===== src/rtl/uart_pkg.sv =====
// Shared UART definitions: FSM state encoding (common with the TX side),
// parity-mode constants and the parity check helper.
package uart_pkg;

  typedef enum logic [2:0] {
    IDLE   = 3'd0,
    START  = 3'd1,
    DATA   = 3'd2,
    PARITY = 3'd3,
    STOP   = 3'd4
  } uart_state_t;

  localparam logic PARITY_EVEN = 1'b0;
  localparam logic PARITY_ODD  = 1'b1;

  // red_data is the XOR-reduction of the payload, p the received parity bit.
  // The frame is good when the total count of ones matches the selected mode.
  function automatic logic parity_mismatch(input logic red_data, input logic p,
                                           input logic odd_sel);
    return (red_data ^ p) != odd_sel;
  endfunction

endpackage


===== src/rtl/sync_2ff.sv =====
// Two-flop synchronizer for the asynchronous serial line. Resets to 1 so an
// idle (high) line is assumed while reset is applied.
module sync_2ff (
  input  logic i_clk,
  input  logic i_reset,
  input  logic i_d,
  output logic o_q
);

  logic r_meta;
  logic r_sync;

  // Two-stage capture of the asynchronous input
  always_ff @(posedge i_clk or negedge i_reset) begin
    if (!i_reset) begin
      r_meta <= 1'b1;
      r_sync <= 1'b1;
    end else begin
      r_meta <= i_d;
      r_sync <= r_meta;
    end
  end

  assign o_q = r_sync;

endmodule


===== src/rtl/uart_rx.sv =====
// UART receiver: start bit, DATA_BITS LSB-first, optional parity, one stop
// bit. The start bit is confirmed at its middle, after which the bit timer is
// restarted so every later full-period wrap lands on a bit centre.
module uart_rx #(
  parameter int CLKS_PER_BIT = 16,
  parameter int DATA_BITS    = 8,
  parameter int PARITY_EN    = 1,
  parameter int PARITY_ODD   = 0
) (
  input  logic                 i_clk,
  input  logic                 i_reset,
  input  logic                 i_rx,
  output logic [DATA_BITS-1:0] o_data,
  output logic                 o_valid,
  output logic                 o_parity_err,
  output logic                 o_frame_err,
  output logic                 o_busy
);
  import uart_pkg::*;

  localparam int               CNT_W    = $clog2(CLKS_PER_BIT);
  localparam logic [CNT_W-1:0] MID_CNT  = CNT_W'(CLKS_PER_BIT/2 - 1);
  localparam logic [CNT_W-1:0] END_CNT  = CNT_W'(CLKS_PER_BIT - 1);
  localparam logic [2:0]       LAST_BIT = 3'(DATA_BITS - 1);
  localparam logic             HAS_PAR  = (PARITY_EN != 0);
  localparam logic             ODD_SEL  = (PARITY_ODD != 0) ? uart_pkg::PARITY_ODD
                                                            : uart_pkg::PARITY_EVEN;

  logic                 w_rx_s;
  logic                 w_mid;
  logic                 w_end;

  uart_state_t          r_state;
  logic [CNT_W-1:0]     r_clk_cnt;
  logic [2:0]           r_bit_idx;
  logic [DATA_BITS-1:0] r_shift;
  logic                 r_perr;
  logic                 r_armed;
  logic [DATA_BITS-1:0] r_data;
  logic                 r_valid;
  logic                 r_parity_err;
  logic                 r_frame_err;
  logic                 r_busy;

  sync_2ff u_sync (
    .i_clk   (i_clk),
    .i_reset (i_reset),
    .i_d     (i_rx),
    .o_q     (w_rx_s)
  );

  assign w_mid = (r_clk_cnt == MID_CNT);
  assign w_end = (r_clk_cnt == END_CNT);

  // Receive FSM with bit timer, shift register and registered outputs
  always_ff @(posedge i_clk or negedge i_reset) begin
    if (!i_reset) begin
      r_state      <= IDLE;
      r_clk_cnt    <= '0;
      r_bit_idx    <= '0;
      r_shift      <= '0;
      r_perr       <= 1'b0;
      r_armed      <= 1'b1;
      r_data       <= '0;
      r_valid      <= 1'b0;
      r_parity_err <= 1'b0;
      r_frame_err  <= 1'b0;
      r_busy       <= 1'b0;
    end else begin
      r_valid <= 1'b0;
      case (r_state)
        IDLE: begin
          r_clk_cnt <= '0;
          r_bit_idx <= '0;
          // After a low stop bit the line must be seen high before a new
          // falling edge counts as a start; this stops a held-low line
          // from producing a stream of zero frames.
          if (!r_armed) begin
            if (w_rx_s) r_armed <= 1'b1;
          end else if (!w_rx_s) begin
            r_state <= START;
            r_busy  <= 1'b1;
          end
        end

        START: begin
          if (w_mid) begin
            r_clk_cnt <= '0;
            if (!w_rx_s) begin
              r_state   <= DATA;
              r_bit_idx <= '0;
              r_perr    <= 1'b0;
            end else begin
              // Line went back high before mid-start: treat as a glitch
              r_state <= IDLE;
              r_busy  <= 1'b0;
            end
          end else begin
            r_clk_cnt <= r_clk_cnt + 1'b1;
          end
        end

        DATA: begin
          if (w_end) begin
            r_clk_cnt <= '0;
            r_shift   <= {w_rx_s, r_shift[DATA_BITS-1:1]};
            if (r_bit_idx == LAST_BIT) begin
              r_state <= HAS_PAR ? PARITY : STOP;
            end else begin
              r_bit_idx <= r_bit_idx + 1'b1;
            end
          end else begin
            r_clk_cnt <= r_clk_cnt + 1'b1;
          end
        end

        PARITY: begin
          if (w_end) begin
            r_clk_cnt <= '0;
            r_perr    <= parity_mismatch(^r_shift, w_rx_s, ODD_SEL);
            r_state   <= STOP;
          end else begin
            r_clk_cnt <= r_clk_cnt + 1'b1;
          end
        end

        STOP: begin
          if (w_end) begin
            // Frame is reported even on errors; the consumer qualifies it
            r_clk_cnt    <= '0;
            r_state      <= IDLE;
            r_busy       <= 1'b0;
            r_data       <= r_shift;
            r_valid      <= 1'b1;
            r_parity_err <= HAS_PAR & r_perr;
            r_frame_err  <= ~w_rx_s;
            r_armed      <= w_rx_s;
          end else begin
            r_clk_cnt <= r_clk_cnt + 1'b1;
          end
        end

        default: begin
          r_state   <= IDLE;
          r_busy    <= 1'b0;
          r_clk_cnt <= '0;
        end
      endcase
    end
  end

  assign o_data       = r_data;
  assign o_valid      = r_valid;
  assign o_parity_err = r_parity_err;
  assign o_frame_err  = r_frame_err;
  assign o_busy       = r_busy;

endmodule


===== config.mk =====
export PLATFORM = sky130hd
export DESIGN_NAME = uart_rx
export DESIGN_NICKNAME = d
export VERILOG_FILES = /design/src/rtl/uart_pkg.sv /design/src/rtl/sync_2ff.sv /design/src/rtl/uart_rx.sv
export SDC_FILE = /design/constraint.sdc
export NUM_CORES = 1
export LEC_CHECK = 0
export ABC_AREA = 1
export BUFFER_PORTS_ARGS = -buffer_cell sky130_fd_sc_hd__buf_2
export CORE_MARGIN = 4
export CORE_UTILIZATION = 62
export DETAILED_ROUTE_END_ITERATION = 8
export PLACE_DENSITY = 0.89
export SYNTH_ARGS = -nofsm -noshare
export SYNTH_HDL_FRONTEND = slang
export SYNTH_HIERARCHICAL = 1
export SYNTH_SLANG_ARGS = --single-unit

===== constraint.sdc =====
create_clock -name i_clk -period 2.6 [get_ports i_clk]
set_input_delay 0.65 -clock i_clk [delete_from_list [all_inputs] [get_ports i_clk]]
set_output_delay 0.65 -clock i_clk [all_outputs]
set_load 0.02 [all_outputs]

Word level (Yosys, flattened, before mapping)
Index checks and enable logic that the tools add are counted.
{ "word_totals": {"mem_bits_ro": 0, "in_bits": 3, "latchBits": 0, "regBits": 34, "elab_cells": 82, "n_memories": 0, "ramBits": 0, "out_inout_bits": 12} }
{ "op_classes": {"eq_ne": 17, "n_mul": 0, "shift": 0, "n_addsub": 2, "mux": 33, "div": 0, "bitwise_logic": 3, "reduce_logical": 14, "order_cmp": 0} }
{ "ops": {"columns": ["operator", "count"], "rows": [
  ["$mux 3", 11],
  ["$ne 2x2->1 const B", 9],
  ["$pmux 3 s5", 1],
  ["$mux 1", 13],
  ["$pmux 3 s3", 1],
  ["$mux 4", 2],
  ["$pmux 4 s2", 1],
  ["$reduce_xor 8->1", 1],
  ["$reduce_and 7->1", 1],
  ["$eq 3x2->1 const B", 2],
  ["$eq 3x3->1 const B", 2],
  ["$reduce_and 2->1", 3],
  ["$reduce_and 6->1", 1],
  ["$reduce_and 5->1", 1],
  ["$add 4x1->4 const B", 1],
  ["$eq 4x3->1 const B", 1],
  ["$eq 4x4->1 const B", 1],
  ["$pmux 1 s2", 2],
  ["$pmux 1 s4", 1],
  ["$reduce_and 4->1", 1],
  ["$reduce_bool 2->1", 2],
  ["$add 3x1->3 const B", 1],
  ["$eq 3x1->1 const B", 1],
  ["$logic_not 3->1", 1],
  ["7 further kinds", 8]
]} }

Depth between registers and ports, before layout
{ "depth": {"word_depth": 4, "mapped_depth": 10, "mapped_depth_nobuf": 10} }

Hierarchy
Netlist, hierarchy kept.
{ "modules_own_cells": {"columns": ["mod", "area_per_inst_um2", "seq_area_each_um2", "cells_per_inst", "instances"], "rows": [
  ["uart_rx", 1631.6, 802.0, 195, 1],
  ["sync_2ff", 52.6, 52.6, 2, 1]
]} }

Worst setup path before layout
Ideal clock, no wire load.
{ "synth_timing": {"kind": "reg2reg", "from": "register r_clk_cnt[0]", "to": "register r_data[4], in the netlist o_data[4]", "setup_time_ns": 0.123, "t_required_ns": 2.477, "period_less_slack_ns": 1.315, "n_path_buf": 1, "setup_slack_ns": 1.285, "t_arrival_ns": 1.192, "stages_incl_launch_ff": 9, "cell_sequence": "dfrtp_1 ha_1 nand2_1 inv_2 nand2_2 inv_2 nand2_1 buf_2 o21ai_1"} }
{ "synth_between": {"elab_chain_cells": 2} }
{ "synth_rtl": {"columns": ["item", "line_no", "source"], "rows": [
  ["start, declared", "uart_rx.sv:34", "logic [CNT_W-1:0] r_clk_cnt;"],
  ["start signal, assigned", "uart_rx.sv:99", "r_clk_cnt <= r_clk_cnt + 1'b1;"],
  ["start signal, assigned", "uart_rx.sv:113", "r_clk_cnt <= r_clk_cnt + 1'b1;"],
  ["start signal, assigned", "uart_rx.sv:123", "r_clk_cnt <= r_clk_cnt + 1'b1;"],
  ["$eq 4x4->1", "uart_rx.sv:53", "assign w_end = (r_clk_cnt == END_CNT);"],
  ["$reduce_and 2->1 (no line)", null, null],
  ["end signal, assigned", "uart_rx.sv:133", "r_data <= r_shift;"],
  ["end, declared", "uart_rx.sv:39", "logic [DATA_BITS-1:0] r_data;"]
]} }
No other way between the ends.
A chain may end at the register's enable or synchronous reset.

Final worst setup path
{ "layout_timing": {"from": "register r_clk_cnt[0]", "to": "register r_parity_err, in the netlist o_parity_err"} }
{ "layout_between": {"elab_chain_cells": 2} }
{ "layout_rtl": {"columns": ["item", "line_no", "source"], "rows": [
  ["$eq 4x4->1", "uart_rx.sv:53", null],
  ["$reduce_and 2->1 (no line)", null, null],
  ["end signal, assigned", "uart_rx.sv:135", "r_parity_err <= HAS_PAR & r_perr;"],
  ["end, declared", "uart_rx.sv:41", "logic r_parity_err;"]
]} }
No other way between the ends.

==> run summary <==
The run finished with clean final reports. The area growth from synthesis to layout came out at 8.693%. After clock tree synthesis, the setup repair step added 0 buffers. The share of the synthesized area in compound gates (AO/OA/AOI/OAI) is 0.1003.

The number of top-level pins is 15. The total instance count after detailed placement is 238. In this run the static leakage power is 0.0009813 uW. The cell area after synthesis is 0.001684 mm2. The critical path's top delay family is simple AND/OR/NAND/NOR gates. The tool flagged a number of max-cap violations equal to 0.

The filler-free cell count of the finished design is 246. The portion of synthesized area spent on multiplexers is 0. The number of max-slew violations in the final report came out at 0.

Across the routed clock network, the largest skew measured is 0.01217 ns. The x dimension of the die is around 60 um. The count of input and output buffers came out at 14. Setup repair after global routing left no endpoint under its margin. The die area is 0.003614 mm2. The maximum buffer depth of the clock tree is 2. The most common cell type on the critical path is sky130_fd_sc_hd__nand2_1.

The met3 global-route usage is 0.05832. For this block, the routed nets add up to a little over 3000 um of wire. The number of flip-flops and latches in the synthesized netlist is 34. The number of endpoints with negative hold slack in the final report is 0. In the finished design, the share of the clock period the worst path needs comes to 0.7101. The path class of the tightest hold or removal check is input port to async pin. IR analysis of the VDD net gives a maximum drop of 0.6431 mV. The total of hold buffers inserted after clock tree synthesis came out at 0. The overall routing resource usage came out at 0.2098.

The layer with the highest usage after global routing is met2. The average wire per standard cell came out at 12.59 um. The adder and majority gate portion of the synthesized area is 0.02229. In this run the worst path has a maximum fanout of 22. The y dimension of the die is 60.12 um. The number of iterations in the first detailed-routing pass is 4. The H-tree was split into 2 levels. The net count after synthesis is between 200 and 250. At the end of the flow, the number of nets in the layout was 221. The xor and xnor area share after synthesis is 0.01040.

The clock latency of the later-clocked register in the worst-skew pair is approximately 0.34 ns. The mean cell area of the mapped netlist came out at 8.549 um2. In this run, CTS created clock tree buffers numbering 5.

By area, the combinational part of the netlist is dominated by simple AND/OR/NAND/NOR gates. The total DRC errors in the routed layout is 0. The required time of the critical path is 2.82 ns.

The number of cells produced by synthesis is slightly below 200. The first global-routing pass estimated between 5000 and 6000 um of wire. The global routing met1 resource utilization is 0.2343.

The count of cells resized by post-cts repair came out at 0. Static timing analysis puts the maximum clock frequency at approximately 0.54 GHz. The number of buffers and inverters on the critical path is 3. The worst path in the final design needs a cycle of 1.846 ns, including I/O delays and setup. The worst relative slew slack is 0.5185. The count of routing violations after the opening detailed-route iteration came out at 42.

The power per cell area is 809.6 mW/mm2. The detailed-route via count came out at 1308. The met2 global-route usage came out at 0.3549.

Summed over all layers, the global routing overflow is 0. The congestion estimate from routability-driven global placement came to 0.8012. Yosys printed 6 warnings. The number of global-route vias before repair is around 1300. The buffer cell driving the clock tree root is sky130_fd_sc_hd__clkbuf_4. The clock-pin transition on the worst setup and hold timing paths came out at roughly 0.11 ns. The CTS tree is done. After floorplanning, the core was divided into 18 placement rows. The starting density of the core is 0.6618. The largest stage delay on the critical path came out at slightly below 0.5 ns.

The kind of capture point of the worst setup path is a flop. Dividing the detail-routed via count by the number of cells gives around 5.3. Of the total synthesized cell area, the portion taken by AND, OR, NAND and NOR gates is 0.2845. The core region area came out at 0.002545 mm2. Entering global routing, the biggest net connects 35 pins. The share of cells above drive strength 1 came out at 0.2778.

The setup TNS after final layout is 0 ns. The number of nets with antenna violations after routing came out at 0. The sequential cell area fraction in the yosys report came out at 0.5074.

The number of antenna violations at the first check in global routing is 0. The arrival time reported for the critical path endpoint came out at 2.07 ns. The count of fill cells added during filler insertion came out at 192. The unique cell type count in the Yosys netlist came out at 28. The critical path is of the flop to flop type. Traced cell by cell, the critical path runs through ha_1 > nand2_1 > inv_2 > nand2_2 > inv_2 > nand2_1 > inv_1 > nand2_1 > nand2_1.

Clock tree synthesis found a total of 34 sinks. The startpoint type of the worst setup path is a flop. Among all stages on the critical path, the largest delay is contributed by sky130_fd_sc_hd__nand2_1. The number of failing setup endpoints in the final timing report came out at 0. The detailed placer's ending HPWL is 2317 um. The transition time at the pin with the least slew margin is 0.7223 ns. The repair_antennas step left the layout with diodes totalling 0.
placed cells by master (no fill, tap or decap):
cell	Yosys	final
sky130_fd_sc_hd__buf_2	2	14
sky130_fd_sc_hd__xnor2_1	1	1
sky130_fd_sc_hd__dfstp_2	3	3
sky130_fd_sc_hd__clkinv_2	0	1
sky130_fd_sc_hd__xor2_1	1	1
sky130_fd_sc_hd__o21ai_2	8	8
sky130_fd_sc_hd__nand4_1	1	1
sky130_fd_sc_hd__dfrtp_1	31	31
sky130_fd_sc_hd__clkbuf_8	0	1
sky130_fd_sc_hd__inv_2	9	9
sky130_fd_sc_hd__nand3_2	1	1
sky130_fd_sc_hd__nand3_1	10	10
sky130_fd_sc_hd__nand2_2	9	9
sky130_fd_sc_hd__nor2_2	1	1
sky130_fd_sc_hd__a21oi_2	2	2
sky130_fd_sc_hd__a31oi_1	1	1
sky130_fd_sc_hd__clkbuf_4	0	5
sky130_fd_sc_hd__nor3_1	1	1
sky130_fd_sc_hd__nand2_1	63	63
sky130_fd_sc_hd__or2_1	1	1
sky130_fd_sc_hd__nand2_4	1	1
sky130_fd_sc_hd__nor2_4	3	3
sky130_fd_sc_hd__nor3_2	1	1
sky130_fd_sc_hd__ha_1	3	3
sky130_fd_sc_hd__inv_1	19	19
sky130_fd_sc_hd__o21ai_0	1	1
sky130_fd_sc_hd__o21ai_1	13	13
sky130_fd_sc_hd__a21oi_1	1	1
sky130_fd_sc_hd__nand3_4	1	1
sky130_fd_sc_hd__clkbuf_1	0	1
sky130_fd_sc_hd__nor2_1	8	8
final timing paths:
kind	depth (start not counted)	endpoint	startpoint	slack (ns)
max	9	o_parity_err	r_clk_cnt[0]	0.75
min	1	r_state[1]	i_reset	0.35
max reg2reg	9	o_parity_err	r_clk_cnt[0]	0.75
min reg2reg	0	u_sync/o_q	u_sync/r_meta	0.36
max in group asynchronous	1	r_shift[2]	i_reset	1.78
min in group i_clk	0	u_sync/o_q	u_sync/r_meta	0.36
layout make-up:
class / count / area [um2] / share of cell area
Sequential cell: 34 / 854.6 / 0.4668
Multi-Input combinational cell: 132 / 703.2 / 0.3841
Inverter: 28 / 105.1 / 0.05742
Timing Repair Buffer: 14 / 70.07 / 0.03828
Clock buffer: 7 / 55.05 / 0.03008
Tap cell: 30 / 37.54 / 0.02051
Clock inverter: 1 / 5.005 / 0.002734
layer usage:
metal | share of wire | vias to the layer above
li1 | - | 650
met1 | 0.41 | 627
met2 | 0.52 | 24
met3 | 0.038 | 7
met4 | 0.027 | 0
met5 | 0 | -
report_power, final:
part           switching [uW]  internal (uW)
combinational             342            175
clock                     173            131
sequential               67.0            594
total                     582            900
synth_stat cells, drive strengths merged:
| cell type | count | share of area |
|---|---|---|
| dfstp | 3 | 0.047 |
| xor2 | 1 | 0.0052 |
| inv | 28 | 0.062 |
| dfrtp | 31 | 0.46 |
| ha | 3 | 0.022 |
| nand3 | 12 | 0.046 |
| nand4 | 1 | 0.0037 |
| xnor2 | 1 | 0.0052 |
| a21oi | 3 | 0.013 |
| nor2 | 12 | 0.042 |
| or2 | 1 | 0.0037 |
| a31oi | 1 | 0.0037 |
| buf | 3 | 0.013 |
| nand2 | 73 | 0.18 |
| nor3 | 2 | 0.0089 |
| o21ai | 22 | 0.083 |
flip-flops by register name, indices dropped and copies added, names as in the netlist:
signal and count:
o_busy 1, u_sync/r_meta 1, r_shift 8, o_data 8
r_clk_cnt 4, o_frame_err 1, r_bit_idx 3, o_valid 1
r_armed 1, o_parity_err 1, r_state 3, r_perr 1
u_sync/o_q 1
stage by stage:
| stage | total power [uW] | setup WS [ns] | cell area [um2] | utilization | hold WS [ns] |
|---|---|---|---|---|---|
| 6_report | 1482 | 0.7537 | 1831 | 0.7193 | 0.3541 |
| 5_1_grt | 1599 | 0.5806 | 1831 | 0.7193 | 0.3708 |
| 4_1_cts | 1494 | 0.7656 | 1831 | 0.7193 | 0.3627 |
| 3_5_place_dp | 1183 | 0.7890 | 1770 | 0.6957 | 0.3489 |
| 3_3_place_gp | 1148 | 0.9038 | 1770 | 0.6957 | 0.3457 |
| 2_1_floorplan | 1073 | 1.285 | 1684 | - | 0.3452 |
cells by family after synthesis:
| logic type | after synthesis |
|---|---|
| and+or+nand+nor | 101 |
| DFF | 34 |
| buffers and inverters | 31 |
| AOI/OAI and AO/OA | 26 |
| adders and majority gates | 3 |
| xor gates and xnor gates | 2 |
Note: power is estimated with default switching activity, not from simulation.
